<file path="src/rtl/bk_pkg.sv">
// Shared Brent-Kung prefix-tree types and helpers for the adder/subtractor family.
// gp_combine is the black-cell operator; grey cells reuse it and ignore p.
package bk_pkg;

  localparam int BK_WIDTH = 16;

  typedef struct packed {
    logic g;
    logic p;
  } gp_t;

  function automatic gp_t gp_combine(gp_t hi, gp_t lo);
    gp_t r;
    r.g = hi.g | (hi.p & lo.g);
    r.p = hi.p & lo.p;
    return r;
  endfunction

  function automatic int bk_levels(int width);
    return $clog2(width);
  endfunction

endpackage

</file>
<file path="src/rtl/brent_kung_sub_pipe_if.sv">
// Operand/result handshake bundle for brent_kung_sub_pipe.
// master = producer/consumer side, slave = the subtractor itself.
interface brent_kung_sub_pipe_if #(
  parameter int WIDTH = bk_pkg::BK_WIDTH
);
  logic [WIDTH-1:0] a;
  logic [WIDTH-1:0] b;
  logic             in_valid;
  logic             in_ready;
  logic [WIDTH-1:0] s;
  logic             borrow;
  logic             zero;
  logic             ovf;
  logic             out_valid;
  logic             out_ready;

  modport master (
    output a, b, in_valid, out_ready,
    input  in_ready, s, borrow, zero, ovf, out_valid
  );

  modport slave (
    input  a, b, in_valid, out_ready,
    output in_ready, s, borrow, zero, ovf, out_valid
  );
endinterface

</file>
<file path="src/rtl/bk_gp_cell.sv">
// Brent-Kung black cell: merges a higher (g,p) group with the adjacent lower one.
module bk_gp_cell
  import bk_pkg::*;
(
  input  gp_t hi,
  input  gp_t lo,
  output gp_t gp_o
);
  assign gp_o = gp_combine(hi, lo);
endmodule

</file>
<file path="src/rtl/brent_kung_sub_pipe.sv">
// Three-stage pipelined Brent-Kung subtractor: s = a + ~b + 1 with borrow/zero/ovf flags.
// Stage 1 forms bitwise g/p, stage 2 runs the up-sweep, stage 3 the down-sweep and sum.
module brent_kung_sub_pipe
  import bk_pkg::*;
#(
  parameter int WIDTH = BK_WIDTH
) (
  input  logic                   clk,
  input  logic                   rst,
  brent_kung_sub_pipe_if.slave   bus
);

  localparam int LEVELS = bk_levels(WIDTH);

  function automatic logic sub_ovf(logic a_msb, logic b_msb, logic s_msb);
    return (a_msb ^ b_msb) & (a_msb ^ s_msb);
  endfunction

  logic vld_p1_q, vld_p1_d;
  logic vld_p2_q, vld_p2_d;
  logic vld_p3_q, vld_p3_d;
  logic adv1, adv2, adv3, in_rdy;

  logic [WIDTH-1:0] g_p1_q, g_p1_d;
  logic [WIDTH-1:0] p_p1_q, p_p1_d;
  logic             a_msb_p1_q, a_msb_p1_d;
  logic             b_msb_p1_q, b_msb_p1_d;

  gp_t              up_p2_q [WIDTH];
  gp_t              up_p2_d [WIDTH];
  logic [WIDTH-1:0] p_p2_q, p_p2_d;
  logic             a_msb_p2_q, a_msb_p2_d;
  logic             b_msb_p2_q, b_msb_p2_d;

  logic [WIDTH-1:0] s_p3_q, s_p3_d;
  logic             borrow_p3_q, borrow_p3_d;
  logic             zero_p3_q, zero_p3_d;
  logic             ovf_p3_q, ovf_p3_d;

  gp_t              up [LEVELS+1][WIDTH];
  gp_t              dn [LEVELS][WIDTH];
  logic [WIDTH:0]   c;

  // Each stage moves on when the stage after it is empty or moving itself.
  always_comb begin
    adv3     = ~vld_p3_q | bus.out_ready;
    adv2     = ~vld_p3_q | adv3;
    adv1     = ~vld_p2_q | adv2;
    in_rdy   = ~vld_p1_q | adv1;
    vld_p1_d = in_rdy ? bus.in_valid : vld_p1_q;
    vld_p2_d = adv1   ? vld_p1_q     : vld_p2_q;
    vld_p3_d = adv2   ? vld_p2_q     : vld_p3_q;
  end

  always_ff @(posedge clk) begin
    if (rst) begin
      vld_p1_q <= 1'b0;
      vld_p2_q <= 1'b0;
      vld_p3_q <= 1'b0;
    end else begin
      vld_p1_q <= vld_p1_d;
      vld_p2_q <= vld_p2_d;
      vld_p3_q <= vld_p3_d;
    end
  end

  // ---- stage 1: bitwise generate/propagate of a + ~b ----
  always_comb begin
    g_p1_d     = g_p1_q;
    p_p1_d     = p_p1_q;
    a_msb_p1_d = a_msb_p1_q;
    b_msb_p1_d = b_msb_p1_q;
    if (in_rdy && bus.in_valid) begin
      g_p1_d     = bus.a & ~bus.b;
      p_p1_d     = bus.a ^ ~bus.b;
      a_msb_p1_d = bus.a[WIDTH-1];
      b_msb_p1_d = bus.b[WIDTH-1];
    end
  end

  // ---- stage 2: up-sweep; carry-in of 1 is absorbed into node 0 ----
  for (genvar i = 0; i < WIDTH; i++) begin : g_leaf
    if (i == 0) begin : g_cin
      assign up[0][i] = '{g: g_p1_q[i] | p_p1_q[i], p: p_p1_q[i]};
    end else begin : g_plain
      assign up[0][i] = '{g: g_p1_q[i], p: p_p1_q[i]};
    end
  end

  for (genvar l = 0; l < LEVELS; l++) begin : g_up_lvl
    localparam int STEP = 1 << l;
    for (genvar i = 0; i < WIDTH; i++) begin : g_up_node
      if (((i + 1) % (2 * STEP)) == 0) begin : g_cell
        bk_gp_cell u_cell (.hi(up[l][i]), .lo(up[l][i-STEP]), .gp_o(up[l+1][i]));
      end else begin : g_pass
        assign up[l+1][i] = up[l][i];
      end
    end
  end

  always_comb begin
    up_p2_d    = up_p2_q;
    p_p2_d     = p_p2_q;
    a_msb_p2_d = a_msb_p2_q;
    b_msb_p2_d = b_msb_p2_q;
    if (adv1 && vld_p1_q) begin
      up_p2_d    = up[LEVELS];
      p_p2_d     = p_p1_q;
      a_msb_p2_d = a_msb_p1_q;
      b_msb_p2_d = b_msb_p1_q;
    end
  end

  always_ff @(posedge clk) begin
    g_p1_q     <= g_p1_d;
    p_p1_q     <= p_p1_d;
    a_msb_p1_q <= a_msb_p1_d;
    b_msb_p1_q <= b_msb_p1_d;
    up_p2_q    <= up_p2_d;
    p_p2_q     <= p_p2_d;
    a_msb_p2_q <= a_msb_p2_d;
    b_msb_p2_q <= b_msb_p2_d;
  end

  // ---- stage 3: down-sweep fills the remaining prefixes, then sum and flags ----
  for (genvar i = 0; i < WIDTH; i++) begin : g_dn_seed
    assign dn[0][i] = up_p2_q[i];
  end

  for (genvar j = 0; j < LEVELS - 1; j++) begin : g_dn_lvl
    localparam int STEP = 1 << (LEVELS - 2 - j);
    for (genvar i = 0; i < WIDTH; i++) begin : g_dn_node
      if ((i >= 3 * STEP - 1) && (((i + 1 - STEP) % (2 * STEP)) == 0)) begin : g_cell
        bk_gp_cell u_cell (.hi(dn[j][i]), .lo(dn[j][i-STEP]), .gp_o(dn[j+1][i]));
      end else begin : g_pass
        assign dn[j+1][i] = dn[j][i];
      end
    end
  end

  assign c[0] = 1'b1;
  for (genvar i = 0; i < WIDTH; i++) begin : g_carry
    assign c[i+1] = dn[LEVELS-1][i].g;
  end

  // Group propagate over all bits is set exactly when a == b, i.e. the difference is zero.
  always_comb begin
    s_p3_d      = s_p3_q;
    borrow_p3_d = borrow_p3_q;
    zero_p3_d   = zero_p3_q;
    ovf_p3_d    = ovf_p3_q;
    if (adv2 && vld_p2_q) begin
      s_p3_d      = p_p2_q ^ c[WIDTH-1:0];
      borrow_p3_d = ~c[WIDTH];
      zero_p3_d   = dn[LEVELS-1][WIDTH-1].p;
      ovf_p3_d    = sub_ovf(a_msb_p2_q, b_msb_p2_q, s_p3_d[WIDTH-1]);
    end
  end

  always_ff @(posedge clk) begin
    if (rst) begin
      s_p3_q      <= '0;
      borrow_p3_q <= 1'b0;
      zero_p3_q   <= 1'b0;
      ovf_p3_q    <= 1'b0;
    end else begin
      s_p3_q      <= s_p3_d;
      borrow_p3_q <= borrow_p3_d;
      zero_p3_q   <= zero_p3_d;
      ovf_p3_q    <= ovf_p3_d;
    end
  end

  assign bus.in_ready  = in_rdy;
  assign bus.out_valid = vld_p3_q;
  assign bus.s         = s_p3_q;
  assign bus.borrow    = borrow_p3_q;
  assign bus.zero      = zero_p3_q;
  assign bus.ovf       = ovf_p3_q;

endmodule

</file>
<file path="src/flat_wrapper.sv">
// flat-port wrapper written by rule: the top's interface ports become plain ports
module brent_kung_sub_pipe_flat import bk_pkg::*;
#(
  parameter int WIDTH = BK_WIDTH
)
  (clk, rst, bus_a, bus_b, bus_in_valid, bus_out_ready, bus_in_ready, bus_s, bus_borrow, bus_zero, bus_ovf, bus_out_valid);
  brent_kung_sub_pipe_if #(.WIDTH(WIDTH)) bus_i ();
  input  logic clk;
  input  logic rst;
  input wire logic [$bits(bus_i.a)-1:0] bus_a;
  input wire logic [$bits(bus_i.b)-1:0] bus_b;
  input wire logic [$bits(bus_i.in_valid)-1:0] bus_in_valid;
  input wire logic [$bits(bus_i.out_ready)-1:0] bus_out_ready;
  output wire logic [$bits(bus_i.in_ready)-1:0] bus_in_ready;
  output wire logic [$bits(bus_i.s)-1:0] bus_s;
  output wire logic [$bits(bus_i.borrow)-1:0] bus_borrow;
  output wire logic [$bits(bus_i.zero)-1:0] bus_zero;
  output wire logic [$bits(bus_i.ovf)-1:0] bus_ovf;
  output wire logic [$bits(bus_i.out_valid)-1:0] bus_out_valid;
  assign bus_i.a = bus_a;
  assign bus_i.b = bus_b;
  assign bus_i.in_valid = bus_in_valid;
  assign bus_i.out_ready = bus_out_ready;
  assign bus_in_ready = bus_i.in_ready;
  assign bus_s = bus_i.s;
  assign bus_borrow = bus_i.borrow;
  assign bus_zero = bus_i.zero;
  assign bus_ovf = bus_i.ovf;
  assign bus_out_valid = bus_i.out_valid;
  brent_kung_sub_pipe #(.WIDTH(WIDTH)) u_core (.clk(clk), .rst(rst), .bus(bus_i));
endmodule
</file>
<file path="config.mk">
export PLATFORM = sky130hd
export DESIGN_NAME = brent_kung_sub_pipe_flat
export DESIGN_NICKNAME = d
export VERILOG_FILES = /design/src/rtl/bk_pkg.sv /design/src/rtl/brent_kung_sub_pipe_if.sv /design/src/rtl/bk_gp_cell.sv /design/src/rtl/brent_kung_sub_pipe.sv /design/src/flat_wrapper.sv
export SDC_FILE = /design/constraint.sdc
export NUM_CORES = 1
export LEC_CHECK = 0
export ABC_AREA = 1
export BUFFER_PORTS_ARGS = -buffer_cell sky130_fd_sc_hd__buf_2
export CAP_MARGIN = 20
export CORE_ASPECT_RATIO = 1.1
export CORE_MARGIN = 5
export CORE_UTILIZATION = 43
export DETAILED_ROUTE_END_ITERATION = 8
export PLACE_DENSITY = 0.69
export SETUP_SLACK_MARGIN = 0.15
export SLEW_MARGIN = 25
export SYNTH_ARGS = -nofsm -noshare
export SYNTH_HDL_FRONTEND = slang
export SYNTH_HIERARCHICAL = 1
export SYNTH_SLANG_ARGS = --single-unit
</file>
<file path="constraint.sdc">
create_clock -name clk -period 3.6 [get_ports clk]
set_input_delay 0.18 -clock clk [delete_from_list [all_inputs] [get_ports clk]]
set_output_delay 0.18 -clock clk [all_outputs]
set_load 0.02 [all_outputs]
</file>
; Word-level counts from Yosys, hierarchy flattened
; Index checks and enable logic that the tools add are counted.
[classes]
n_eq_ne = 0
shift = 0
n_mux = 0
div = 0
bitwise_logic = 83
n_reduce_logical = 3
order_cmp = 0
n_addsub = 0
n_mul = 0
[ops]
columns = op, count
row1 = $and 1x1->1, 42
row2 = $xor 16x16->16, 2
row3 = $or 1x1->1, 31
row4 = $and 16x16->16, 1
row5 = $not 16->16, 1
row6 = $not 1->1, 4
row7 = $logic_and 1x1->1, 3
row8 = $xor 1x1->1, 2
[word_totals]
wordCells = 128
output_inout_bits = 21
romBits = 0
latch_bits = 0
mem_bits_rw = 0
memories = 0
reg_bits = 102
in_bits = 36

; Longest topological paths before layout
; Gate-level depths: netlist of the first run.
[depth]
word_depth = 9
depth_mapped = 12
depth_no_buf = 12

; By module
; Netlist of the first run, hierarchy kept.
[modules_own_cells]
columns = module, cells_per_inst, n_inst, seq_area_each_um2, area_per_inst_um2
row1 = brent_kung_sub_pipe, 237, 1, 2722.6, 3544.6
row2 = bk_gp_cell, 5, 26, 0.0, 18.8

; Least setup slack after synthesis of the first run
; Ideal clock, no wire load.
[synth_timing]
path_type = register -> register
startpoint = register u_core.vld_p3_q (netlist: u_core/bus.out_valid)
endpoint = register u_core.a_msb_p1_q, enable pin
setup_ns = 0.389
n_path_buf = 0
t_required_ns = 3.211
synth_period_minus_slack_ns = 1.848
arrival_time_ns = 1.460
path_slack_ns = 1.752
path_stages_with_launch = 4
cell_sequence = dfxtp_1 > nand4_1 > nand2_1 > inv_1
[synth_between]
elab_chain_cells = 6
[synth_lines]
columns = item, line_no
row1 = start: declaration, brent_kung_sub_pipe.sv:21  ; logic vld_p3_q, vld_p3_d;
row2 = start signal: assignment, brent_kung_sub_pipe.sv:63  ; vld_p3_q <= vld_p3_d;
row3 = $not 1->1 *, "brent_kung_sub_pipe.sv:46, brent_kung_sub_pipe.sv:47"
row4 = $or 1x1->1, brent_kung_sub_pipe.sv:46  ; adv3 = ~vld_p3_q | bus.out_ready;
row5 = $or 1x1->1 *, brent_kung_sub_pipe.sv:47  ; adv2 = ~vld_p3_q | adv3;
row6 = $or 1x1->1 *, brent_kung_sub_pipe.sv:48  ; adv1 = ~vld_p2_q | adv2;
row7 = $or 1x1->1 *, brent_kung_sub_pipe.sv:49  ; in_rdy = ~vld_p1_q | adv1;
row8 = named net bus_in_ready, flat_wrapper.sv:14  ; output wire logic [$bits(bus_i.in_ready)-1:0] bus_in_ready;
row9 = $logic_and 1x1->1 *, brent_kung_sub_pipe.sv:73  ; if (in_rdy && bus.in_valid) begin
row10 = end signal: assignment, brent_kung_sub_pipe.sv:117  ; a_msb_p1_q <= a_msb_p1_d;
row11 = end: declaration, brent_kung_sub_pipe.sv:26  ; logic a_msb_p1_q, a_msb_p1_d;
; The timed path passes the listed nets; every way through them passes the cells marked *.
; A chain may end at the register's enable or synchronous reset.

==> out/results.ini, run 1 <==
[outcome]
outcome = complete, no violations

[cells_and_area]
fin_util_pct = 50.41
final_cell_area_sq_mm = 0.004451
syn_to_final_growth_pct = 15.30
diodes = 0
fin_nets = 459
drive_gt1_share_pct = 19.71

[grt]
grt_first_pass_wirelength_mm = 9.660
grtUsageTotal_pct = 11.51
grt.overflow.total = 0
grt_max_degree = 40
grt_pass1_vias = 2204
antenna_found_initial = 0

[routing]
dr.pass1.iters = 4
vias_per_cell = 4.356
drt_iter0_drc = 75
wirelength_mm = 5.840
drtAntennaViolNets = 0
drc = 0
post_drt_wl_per_cell_um = 11.12
via_count = 2287

[yosys]
yosys_warnings = 6
synth_area_sq_mm = 0.003860
avgSynthCellArea_sq_um = 11.29
syn_inst = 342
syn_nets = 394

[sta]
tightest_slew_ns = 0.4990
setup_tns_ns = 0
timing.final.crit_share_pct = 39.85
rsz0062_at_grt = no
timing_hold_violations_final = 0
slew_headroom_pct = 66.73
skew_ns = 0.005768
setup_viol_count_final = 0
min_period_ns = 1.434
drv_slew = 0
setup_ws_ns = 2.166
clock.fmax_ghz = 0.6971
timing.hold.ws_ns = 0.03088

[placed_design]
dp_slack_ns = 2.186
dp_hpwl_mm = 4.121
io_buffers = 56
placed_area_sq_mm = 0.004254
place_congestion = 0.7146

[hold_path]
hold_path_class = input port to flip-flop

[worst_setup_path]
cp.arrival_ns = 1.54
max_stage_delay_ns = 0.41
crit_path_frequent_cell = nand2_1
crit_required_ns = 3.71
cp-start-kind = flip-flop
path_delay_family = simple AND/OR/NAND/NOR gates
path_cells = or2_2, nand2_1, nand2_1, nand2_1, nand2_1, nand2_1, nand2_1, nand2_1, nand2_1
cp_num_buf_inv = 0
crit_fanout = 3
criticalPathCategory = flip-flop to flip-flop
critical-path-slowest-cell = edfxtp_1
cp-end-kind = flip-flop

[die]
core_sq_mm = 0.008828
initial_core_util_pct = 43.72
die_area_sq_mm = 0.01097
die_h_um = 109.4
ios = 57
fp.dieW_um = 100.3
rows = 36

[pwr]
powerDensity_mw_per_mm2 = 476.2
vdd_drop_max_uv = 172.5
p_int_mw = 1.645
pwr-share-clk_pct = 30.8
p_leak_nw = 2.075
swShare_pct = 22.40
comb_power_share_pct = 7.9
p_sw_uw = 474.7
p_seq_share_pct = 61.3

[clock_network]
clock-sinks = 95
clk_path_buf_depth = 2
cts_root_buffer = clkbuf_8
cts_tree = built
htreeDepth = 3
clkTransAtPathRegs_ns = 0.08
clk_latency_ns = 0.35
cts_buffers = 9

[job]
cap_violations = 0

[final timing paths]
path,from,end,slack [ns],cells past startpoint
worst max register to register,u_core/p_p1_q[0],u_core/c[16],2.17,9
worst min-delay path,bus_a[15],u_core/a_msb_p1_q,0.03,1
worst max-delay path,u_core/p_p1_q[0],u_core/c[16],2.17,9
worst min register to register,u_core/a_msb_p1_q,u_core/a_msb_p2_q,0.42,0
[stage by stage]
stage               power (mW)  std cells
global route             2.233        525
detailed placement       1.494        509
floorplan                1.430        342
finish                   2.120        525
CTS                      2.148        525
global placement         1.488        509
[per-layer routing]
layer | global-route usage, % | vias to the layer above | share of wire, %
met4 | 5.775 | 0 | 1.3
met1 | 13.97 | 1024 | 46
met3 | 3.236 | 4 | 5.5
met2 | 18.84 | 50 | 47
li1 | - | 1209 | -
met5 | 0 | - | 0
[layout make-up]
cell class              instances  area, sq um
fillers                       820         4378
well taps                     114        142.6
multi-input cells             174        925.9
clock buffers                   9        123.9
flip-flops and latches         95         2633
inverters                      68        257.7
clock inverters                 6        62.56
repair buffers                 59        305.3
[power groups by stage]
| stage | sequential [mW] | clock [mW] | combinational [mW] |
|---|---|---|---|
| after global placement | 1.32 | 0 | 0.166 |
| after global routing | 1.31 | 0.730 | 0.195 |
| after CTS | 1.30 | 0.676 | 0.171 |
| after floorplan | 1.33 | 0 | 0.102 |
| final | 1.30 | 0.653 | 0.167 |
| after detailed placement | 1.33 | 0 | 0.168 |
[cell usage in the layout (no fill, tap or decap), types with 2 or more instances in the layout]
cell	count
clkbuf_8	9
nand3_1	4
clkinv_1	2
buf_4	2
buf_2	56
nor2_1	9
a21oi_2	3
a21oi_1	16
o21ai_0	2
nand2_1	104
nand2_2	3
edfxtp_1	73
xor2_1	14
inv_1	66
clkinv_4	2
ha_1	16
dfxtp_1	22
[worst reg2reg max path, delay by kind of cell, from the launching register on]
kind,cells,cell delay [ns]
DFF,1,0.41
and+or+nand+nor,9,0.81
[registers in the layout (all words and copies together), names as in the netlist, 5 cells and up]
| register | flops |
|---|---|
| u_core/bus.s | 16 |
| u_core/c | 5 |
| u_core/dn | 16 |
| u_core/g_p1_q | 16 |
| u_core/p_p1_q | 16 |
| u_core/p_p2_q | 16 |
[timing repair]
item,in CTS,in global routing
hold buffers,1,0
hold endpoints to repair,1,0
resized for setup,0,0
buffers inserted,0,0
Power figures use the tool's default switching activity.
==> inputs of run 2 (changes only) <==
Settings changed: PLACE_DENSITY 0.69 to 0.71.
Clock period 3.6 ns to 1.26 ns, I/O delays scaled along.
==> out/results.ini, run 2 (same netlist as run 1, synthesis figures left out) <==
[placed_design]
place_congestion = 0.8014
io_buffers = 56
placed_area_sq_mm = 0.004379
dp_hpwl_mm = 4.511

[clock_network]
cts_root_buffer = clkbuf_8
cts_buffers = 9
cts_tree = built
htreeDepth = 3
clock-sinks = 95
clkTransAtPathRegs_ns = 0.09
clk_path_buf_depth = 2
clk_latency_ns = 0.36

[routing]
drtAntennaViolNets = 0
dr.pass1.iters = 4
vias_per_cell = 4.537
wirelength_mm = 8.092
drc = 0
drt_iter0_drc = 66
post_drt_wl_per_cell_um = 14.02
via_count = 2618

[sta]
timing_hold_violations_final = 0
min_period_ns = 1.426
timing.hold.ws_ns = 0.01463
drv_slew = 0
tightest_slew_ns = 0.2983
setup_viol_count_final = 50
rsz0062_at_grt = yes
skew_ns = 0.006682
clock.fmax_ghz = 0.7011
setup_ws_ns = -0.1664
timing.final.crit_share_pct = 113.2
slew_headroom_pct = 80.12

[worst_setup_path]
r2r_start = u_core/p_p1_q[0]
ff2ff_setup_slack_ns = -0.17
cp-end-kind = flip-flop
crit_required_ns = 1.39
cp.arrival_ns = 1.55
cp-start-kind = flip-flop
crit_fanout = 2
criticalPathCategory = flip-flop to flip-flop
r2r-end = u_core/dn[0]
worst-r2r-cell-count = 11

[pwr]
vdd_drop_max_uv = 502.7
pwr-share-clk_pct = 28.2
p_sw_mw = 1.536
p_int_mw = 4.745
p_seq_share_pct = 59.3
swShare_pct = 24.46
p_leak_nw = 2.463
comb_power_share_pct = 12.5
powerDensity_mw_per_mm2 = 1170

[cells_and_area]
syn_to_final_growth_pct = 39.09
fin_util_pct = 60.81
fin_nets = 510
final_cell_mix = edfxtp_1, nand2_1, inv_1
final_cell_area_sq_mm = 0.005369
final_common_cell = edfxtp_1
drive_gt1_share_pct = 39.74
diodes = 0

[die]
rows = 36
die_h_um = 109.4
fp.dieW_um = 100.3
ios = 57
initial_core_util_pct = 43.72
core_sq_mm = 0.008828
die_area_sq_mm = 0.01097

[outcome]
outcome = finished with violations
violations = setup timing

[grt]
grt.overflow.total = 0
grt_pass1_vias = 2648
antenna_found_initial = 0
grt_max_degree = 22
grt_first_pass_wirelength_mm = 11.67
grtUsageTotal_pct = 13.99

[hold_path]
min_from = bus_a[0]
hold_path_class = input port to flip-flop
whs_path_depth = 2
hold_end = u_core/p_p1_q[0]

[job]
cap_violations = 0

==> run 2: changes by cell type in the layout (fill, tap and decap cells not counted), sizes merged, moves of 2 or more <==
cell,delta
clkbuf,+3
dlygate4sd3,+13
clkinv,+3
buf,+32
clkinvlp,+2
==> run 2: how the worst max path moves through the flow <==
stage                                    start           endpoint
after floorplan           u_core/bus.out_valid  u_core/a_msb_p1_q
after global placement        u_core/p_p1_q[0]       u_core/c[16]
after detailed placement      u_core/p_p1_q[0]       u_core/c[16]
after CTS                     u_core/g_p1_q[0]       u_core/c[16]
after global routing          u_core/p_p1_q[0]       u_core/dn[0]
final                         u_core/p_p1_q[0]       u_core/dn[0]
==> run 2: routing by layer <==
metal | GRT usage [%] | wire length [um] | up-vias
met5 | 0 | 0 | -
met1 | 16.40 | 3100 | 1194
met4 | 9.240 | 392 | 0
li1 | - | - | 1318
met2 | 23.67 | 4218 | 75
met3 | 2.284 | 380 | 31
==> run 2: through the flow <==
step / worst slack (ns) / setup TNS [ns] / cells / power [mW]
finish: -0.1664 / -1.388 / 577 / 6.281
global route: -0.2321 / -4.452 / 577 / 6.579
CTS: -0.05196 / -0.1518 / 568 / 6.192
detailed placement: -0.06190 / -0.06190 / 518 / 4.319
global placement: -0.0008433 / -0.0008433 / 518 / 4.289
floorplan: -0.4739 / -26.68 / 342 / 4.091
==> run 2: worst max-delay path, stage by stage (launching register included) <==
cell,delay (ns)
edfxtp_1,0.41
buf_4,0.15
buf_4,0.12
buf_6,0.11
nand2_2,0.06
inv_2,0.04
nand2_1,0.06
inv_1,0.03
nand2_1,0.07
inv_1,0.05
nand2_1,0.06
inv_1,0.05
==> run 2: layout make-up <==
class | instances | area (sq um)
flip-flops and latches | 95 | 2641
clock buffers | 10 | 137.6
inverters | 68 | 275.3
multi-input cells | 174 | 1181
repair buffers | 107 | 918.4
repair inverters | 3 | 36.28
fillers | 686 | 3460
well taps | 114 | 142.6
clock inverters | 6 | 36.28
==> run 2: power by group through the flow <==
stage,combinational (mW),clock [mW],sequential (mW)
after floorplan,0.299,0,3.79
after global placement,0.518,0,3.77
after detailed placement,0.536,0,3.78
after CTS,0.669,1.81,3.71
after global routing,0.869,1.96,3.75
final,0.785,1.77,3.73
==> run 2: what timing repair did <==
| action | in CTS | in global routing |
|---|---|---|
| gates cloned | 4 | 6 |
| setup endpoints to repair | 82 | 99 |
| hold endpoints to repair | 18 | 0 |
| resized for setup | 30 | 71 |
| hold buffers | 15 | 0 |
| setup buffers | 16 | 5 |
| pin swaps | 16 | 34 |
==> inputs of run 3 (changes only) <==
Clock period 1.26 ns to 1.2 ns, I/O delays scaled along.
==> out/results.ini, run 3 (same netlist as run 1, synthesis figures left out) <==
[outcome]
outcome = finished with violations
violations = setup timing

[die]
ios = 57
initial_core_util_pct = 43.72
die_h_um = 109.4
die_area_sq_mm = 0.01097
core_sq_mm = 0.008828
rows = 36
fp.dieW_um = 100.3

[routing]
post_drt_wl_per_cell_um = 12.79
vias_per_cell = 4.394
drt_iter0_drc = 98
wirelength_mm = 7.279
via_count = 2500
drc = 0
dr.pass1.iters = 4
drtAntennaViolNets = 0

[cells_and_area]
diodes = 0
drive_gt1_share_pct = 34.95
syn_to_final_growth_pct = 36.18
final_cell_area_sq_mm = 0.005256
final_common_cell = nand2_1
fin_nets = 502
final_cell_mix = nand2_1, edfxtp_1, inv_1
fin_cells = 569
fin_util_pct = 59.54

[sta]
setup_ws_ns = -0.1298
timing.hold.ws_ns = 0.01368
rsz0062_at_grt = yes
clock.fmax_ghz = 0.7520
setup_tns_ns = -1.722
drv_slew = 0
timing_hold_violations_final = 0
min_period_ns = 1.330
tightest_slew_ns = 0.2496
timing.final.crit_share_pct = 110.8
skew_ns = 0.01342
setup_viol_count_final = 56
slew_headroom_pct = 83.36

[pwr]
p_seq_share_pct = 54.9
swShare_pct = 21.82
pwr-share-clk_pct = 34.2
powerDensity_mw_per_mm2 = 1353
comb_power_share_pct = 11.0
p_int_mw = 5.561
fin_total_pwr_mw = 7.113
p_leak_nw = 2.399
p_sw_mw = 1.552
vdd_drop_max_uv = 592.2

[clock_network]
clk_path_buf_depth = 2
cts_buffers = 9
cts_root_buffer = clkbuf_8
clk_latency_ns = 0.36
clock-sinks = 95
htreeDepth = 3
clkTransAtPathRegs_ns = 0.09
cts_tree = built

[grt]
antenna_found_initial = 0
grt_pass1_vias = 2441
grt_max_degree = 22
grt_first_pass_wirelength_mm = 11.09
grt.overflow.total = 0
grtUsageTotal_pct = 13.30

[worst_setup_path]
ff2ff_setup_slack_ns = -0.13
crit_path_frequent_cell = nand2_2
crit_fanout = 2
worst-r2r-cell-count = 9
max_stage_delay_ns = 0.39
r2r-end = u_core/c[16]
r2r_start = u_core/p_p1_q[0]
critical-path-slowest-cell = edfxtp_1
cp.arrival_ns = 1.45
path_cells = or2_4, nand2_2, nand2_2, nand2_2, nand2_2, nand2_2, nand2_2, nand2_2, nand2_1
crit_required_ns = 1.32
criticalPathCategory = flip-flop to flip-flop
cp-start-kind = flip-flop
cp-end-kind = flip-flop

[hold_path]
min_from = bus_a[11]
whs_path_depth = 2
hold_end = u_core/p_p1_q[11]
hold_path_class = input port to flip-flop

[job]
cap_violations = 0

[placed_design]
io_buffers = 56
dp_slack_ns = -0.1003
dp_hpwl_mm = 4.187
placed_area_sq_mm = 0.004379
placed_cells = 518
place_congestion = 0.7512

run 3: final cells by class:
cell class              instances  area, sq um
well taps                     114        142.6
flip-flops and latches         95         2639
multi-input cells             174         1085
fillers                       704         3572
repair buffers                102        874.6
clock inverters                 5        105.1
inverters                      68        279.0
clock buffers                  11        131.4
run 3: layer usage:
layer	routed length, um	share of wire (%)	track usage [%]	vias to the layer above
met4	133	1.8	5.871	0
met1	2890	40	15.48	1141
met3	356	4.9	3.426	10
met5	0	0	0	-
met2	3899	54	23.15	53
li1	-	-	-	1296
run 3: worst max path at each step:
stage                              to                 start  cells past startpoint  slack [ns]
global placement         u_core/c[16]      u_core/p_p1_q[0]                      9       -0.07
global route             u_core/c[16]      u_core/g_p1_q[0]                      9       -0.20
finish                   u_core/c[16]      u_core/p_p1_q[0]                      9       -0.13
detailed placement       u_core/c[16]      u_core/p_p1_q[0]                      9       -0.10
floorplan           u_core/a_msb_p1_q  u_core/bus.out_valid                      3       -0.53
CTS                      u_core/c[16]      u_core/p_p1_q[0]                      9       -0.14
run 3: what timing repair did:
action,in CTS,in global routing
hold buffers,14,0
setup endpoints to repair,87,99
setup buffers,8,6
gates cloned,4,3
endpoints found under the hold margin,22,0
pin swaps,15,22
gates resized for setup,35,37
run 3: critical path, delay by kind of cell (launching register included):
| family | cells | cell delay [ns] |
|---|---|---|
| flops | 1 | 0.39 |
| simple gates | 9 | 0.71 |
run 3: power groups by stage:
stage / combinational [mW] / clock [mW] / sequential (mW)
CTS: 0.695 / 2.49 / 3.89
global placement: 0.543 / 0 / 3.96
floorplan: 0.313 / 0 / 3.98
global route: 0.871 / 2.63 / 3.93
finish: 0.780 / 2.43 / 3.90
detailed placement: 0.556 / 0 / 3.97
